**config.mk**
```make
export PLATFORM = sky130hd
export DESIGN_NAME = param_counter
export DESIGN_NICKNAME = d
export VERILOG_FILES = /design/src/rtl/param_counter.sv
export SDC_FILE = /design/constraint.sdc
export NUM_CORES = 1
export LEC_CHECK = 0
export ABC_AREA = 1
export CAP_MARGIN = 5
export CORE_MARGIN = 5
export CORE_UTILIZATION = 55
export DETAILED_ROUTE_END_ITERATION = 10
export HOLD_SLACK_MARGIN = 0.02
export PLACE_DENSITY = 0.91
export SETUP_SLACK_MARGIN = 0.4
export SLEW_MARGIN = 5
export SYNTH_ARGS = -nofsm -noshare
export SYNTH_HDL_FRONTEND = slang
export SYNTH_SLANG_ARGS = --single-unit
```
**constraint.sdc**
```tcl
create_clock -name clk -period 2.85 [get_ports clk]
set_clock_uncertainty 0.05 [all_clocks]
set_input_delay 0.285 -clock clk [delete_from_list [all_inputs] [get_ports clk]]
set_output_delay 0.285 -clock clk [all_outputs]
set_load 0.03 [all_outputs]
```
**src/rtl/param_counter.sv**
```systemverilog
// Parametrised up/down counter with a programmable terminal value, prescaled tick,
// wrap / saturate / one-shot end-of-count modes, synchronous clear and parallel load.
module param_counter #(
  parameter int WIDTH      = 8,
  parameter int PRESCALE_W = 4
) (
  input  logic                  clk,
  input  logic                  rst_n,
  input  logic                  en,
  input  logic                  clr,
  input  logic                  load,
  input  logic [WIDTH-1:0]      load_val,
  input  logic                  dir,
  input  logic [1:0]            mode,
  input  logic [WIDTH-1:0]      limit,
  input  logic [PRESCALE_W-1:0] prescale,
  output logic [WIDTH-1:0]      count,
  output logic                  tc,
  output logic                  done
);

  typedef enum logic [1:0] {
    MODE_WRAP     = 2'b00,
    MODE_SAT      = 2'b01,
    MODE_ONESHOT  = 2'b10,
    MODE_WRAP_RSV = 2'b11
  } mode_e;

  logic [WIDTH-1:0]      count_q, count_d;
  logic [PRESCALE_W-1:0] psc_q, psc_d;
  logic                  tc_q, tc_d;
  logic                  done_q, done_d;

  logic                  tick;
  logic                  at_bnd;
  logic [WIDTH-1:0]      bound;
  logic [WIDTH-1:0]      step;
  mode_e                 mode_sel;

  assign mode_sel = mode_e'(mode);
  assign tick     = en && (psc_q == prescale);
  assign bound    = dir ? '0 : limit;
  // Up-count boundary uses >= so loaded or limit-lowered out-of-range values still terminate.
  assign at_bnd   = dir ? (count_q == '0) : (count_q >= limit);
  assign step     = dir ? (count_q - 1'b1) : (count_q + 1'b1);

  // NOTE: every combinational output gets a default first, so no path leaves a latch.
  always_comb begin
    count_d = count_q;
    psc_d   = psc_q;
    tc_d    = 1'b0;
    done_d  = done_q;

    if (clr) begin
      count_d = '0;
      psc_d   = '0;
      done_d  = 1'b0;
    end else if (load) begin
      count_d = load_val;
      psc_d   = '0;
      done_d  = 1'b0;
    end else if (en) begin
      // A prescale lowered below psc lets psc run on and wrap before matching again.
      psc_d = tick ? '0 : psc_q + 1'b1;

      if (tick) begin
        case (mode_sel)
          MODE_SAT: begin
            if (!at_bnd) begin
              count_d = step;
              tc_d    = (step == bound);
            end
          end
          MODE_ONESHOT: begin
            if (!done_q) begin
              if (at_bnd) begin
                done_d = 1'b1;
              end else begin
                count_d = step;
                tc_d    = (step == bound);
                done_d  = (step == bound);
              end
            end
          end
          default: begin
            if (at_bnd) begin
              count_d = dir ? limit : '0;
              tc_d    = 1'b1;
            end else begin
              count_d = step;
            end
          end
        endcase
      end
    end
  end

  // NOTE: sequential state uses non-blocking assignments so all registers update together.
  always_ff @(posedge clk or negedge rst_n) begin
    if (!rst_n) begin
      count_q <= '0;
      psc_q   <= '0;
      tc_q    <= 1'b0;
      done_q  <= 1'b0;
    end else begin
      count_q <= count_d;
      psc_q   <= psc_d;
      tc_q    <= tc_d;
      done_q  <= done_d;
    end
  end

  assign count = count_q;
  assign tc    = tc_q;
  assign done  = done_q;

endmodule

```
==> flow_summary.toml <==
[power]
power_density_normalized_to_cell_area_mw_per_mm2 = 396
total_power_uw = 911
static_leakage_nw = 1.27
ir_worst_vdd_mv = 0.376

[route]
route.detailed.wl_per_inst_um = 11.6
drc = 0
firstDrtPassIters = 4
vias = 2031
antenna_violating_nets_post_route = 0
dr.first_iter.drc_count = 109
drt-vias-per-instance = 5.13
routed_wirelength_mm = 4.59

[timing]
clock.fmax_mhz = 442
hold_violations = 0
final-max-slew-violation-count = 0
layout_min_cycle_time_ps = 2260
worstMarginPinSlew_ps = 640
sum_neg_setup_slack_ps = 0
post-route-period-util_pct = 79.4
maxSlewHeadroom_pct = 57.2
rsz0062_at_grt = "no"
finalSetupViolCount = 0

[synth]
synth_edf_count = 0
synth_area_sq_mm = 0.00185
main_combinational_cell_family_by_area_after_synthesis = "simple AND/OR/NAND/NOR gates"
synth_compound_gate_area_share_pct = 4.32
muxShareOfSynthArea_pct = 0
ys_dominant_reg_cell = "sky130_fd_sc_hd__dfrtp_1"
synth_async_sr_flop_share_pct = 100
count_of_state_elements_after_synthesis = 14
synth_most_common_cell = "sky130_fd_sc_hd__nand2_1"
synthCells = 314
syn_area_per_cell_sq_um = 5.90
share_of_yosys_cell_area_claimed_by_the_top_area_cell_type_pct = 20.3
synth_top_cells_by_count = "100 x sky130_fd_sc_hd__nand2_1, 46 x sky130_fd_sc_hd__inv_1, 42 x sky130_fd_sc_hd__nor2_1, 36 x sky130_fd_sc_hd__nand3_1, 17 x sky130_fd_sc_hd__ha_1"
yosys_warnings = 0
synth_top_area_cell = "sky130_fd_sc_hd__nand2_1"
ys_types = 29
yosys-top-cells-area = "sky130_fd_sc_hd__nand2_1 20%, sky130_fd_sc_hd__dfrtp_1 19%, sky130_fd_sc_hd__ha_1 11%"
synth_sequential_area_ratio_pct = 18.9
synth.net_count = 360
synth_xor_xnor_area_share_pct = 2.84
post_synth_fa_ha_maj_area_fraction_pct = 12.6
post_synthesis_simple_gate_area_fraction_pct = 48.7

[worst_hold_path]
worstHoldPathType = "in -> async"

[floorplan]
pin_count = 38
die_h_um = 68.0
floorplan.initialDensity_pct = 56.0
die_width_um = 68.0
row_count = 21
design.die.area_sq_mm = 0.00463
core_box_area_sq_mm = 0.00331

[finish]
antenna_cells = 0
fillerInstances = 316
post_route_non_filler_standard_cell_count = 396
drive_above_1_share_pct = 6.29
synthToLayoutAreaGrowth_pct = 24.1
final_nets = 397

[setup_path]
timing.reg2reg.worst_path_depth = 12
cp_slowest_stage_delay_ps = 510
worstSetupStartpointType = "input pin"
timing.critical_path.required_ps = 2960
category_of_the_critical_setup_timing_path = "in -> reg"
critPathArrivalTime_ps = 2370
worst_path_most_repeated_cell = "sky130_fd_sc_hd__nand2_1"
setup.worst_path.start = "limit[1]"
crit_path_end_kind = "register"
crit-reg2reg-launch = "count[0]"
crit_fanout = 8
path_cells = "clkdlybuf4s50_1, inv_1, ha_1, nand2_1, nand3_1, nand2_1, nand2_1, nand2_1, nand3_1, nand3_1, nand2_1, nand2_1, nand2_1"
crit_path_top_delay_cell = "sky130_fd_sc_hd__clkdlybuf4s50_1"

[global_routing]
number_of_antenna_violations_at_the_first_check_in_global_routing = 0
grt_max_degree = 20
grt_usage_pct = 20.6
first_global_vias = 1781
grt_first_pass_wirelength_mm = 7.46
globalRoute.totalOverflow = 0

[run_status]
outcome = "completed"

[cts]
cts-htree-levels = 1
cts_tree = "done"
clkSinkCount = 14
clk_transition_reported_paths_ps = 90
clockBufferDepth = 2
cts_post_setup_buffers_inserted = 0
hold_buffers = 0
cts_root_buffer = "sky130_fd_sc_hd__clkbuf_4"
cts_buffers = 3
clk_latency_ps = 270

[placement]
dp.final_hpwl_mm = 3.83
port_buffers = 37
gp_congestion = 0.866
dp.cells = 392

[flow_run]
cap_violations = 0
[repair_timing]
item	CTS	global route
hold endpoints to repair	0	0
endpoints found under the setup margin	0	7
resized for setup	0	3
[layout by cell type, fill, tap and decap left out, types with 2 or more instances in the layout]
master,n
sky130_fd_sc_hd__buf_4,2
sky130_fd_sc_hd__o21ai_0,6
sky130_fd_sc_hd__ha_1,16
sky130_fd_sc_hd__nor2_1,42
sky130_fd_sc_hd__nand4_1,11
sky130_fd_sc_hd__dfrtp_1,13
sky130_fd_sc_hd__xor2_1,4
sky130_fd_sc_hd__a21oi_1,7
sky130_fd_sc_hd__nand3_2,2
sky130_fd_sc_hd__inv_1,46
sky130_fd_sc_hd__clkbuf_4,3
sky130_fd_sc_hd__nand2_1,100
sky130_fd_sc_hd__nand3b_1,3
sky130_fd_sc_hd__clkdlybuf4s50_1,37
sky130_fd_sc_hd__nand3_1,36
sky130_fd_sc_hd__inv_2,4
sky130_fd_sc_hd__nand2_2,2
sky130_fd_sc_hd__xnor2_1,2
[per-layer routing]
layer	vias to the layer above	share of wire [%]	GRT usage, %
met3	2	5.2	1.97
li1	1069	-	-
met1	903	47	27.5
met5	-	0	0
met2	57	47	36.6
met4	0	0.35	2.98
[area by class of cell]
| class | count | area, sq um | share of cell area [%] |
|---|---|---|---|
| tap | 46 | 57.6 | 2.50 |
| inverter | 51 | 191 | 8.32 |
| clock buffer | 4 | 36.3 | 1.58 |
| multi-input combinational | 242 | 1280 | 55.5 |
| timing repair buffer | 39 | 385 | 16.8 |
| sequential | 14 | 352 | 15.3 |
[power breakdown]
group,internal [mW],switching [mW]
clock network,0.0775,0.0615
registers,0.216,0.0356
logic,0.212,0.309
[flip-flops by register name (all words and copies together) (netlist names)]
name,flops
tc,1
done,1
psc_q,4
count,8
[metrics by stage]
stage          util (%)  hold WS (ps)  worst slack, ps  instance area (sq um)
6_report           69.5           348              586                   2300
5_1_grt            69.5           393              409                   2300
4_1_cts            69.1           360              575                   2290
3_5_place_dp       68.0           482              329                   2250
3_3_place_gp       68.0           487              381                   2250
2_1_floorplan         -         -60.6              867                   1850
[final timing paths]
| check | end | slack, ps |
|---|---|---|
| max | count[0] | 590 |
| min | psc_q[3] | 350 |
| max reg2reg | count[0] | 650 |
| min reg2reg | done | 520 |
| max in group asynchronous | count[0] | 1940 |
| min in group clk | done | 520 |
[critical path, delay by kind of cell]
kind,cells,cell delay (ps)
AND/OR/NAND/NOR,10,1190
adder cells (fa/ha/maj),1,300
buffers and inverters,2,580
[kinds of logic after synthesis]
logic type               count (synthesis)
AND/OR/NAND/NOR                        203
buffers and inverters                   58
adder cells (fa/ha/maj)                 18
AO/OA/AOI/OAI                           15
flip-flops                              14
XOR/XNOR                                 6
(Power assumes the default switching activity.)
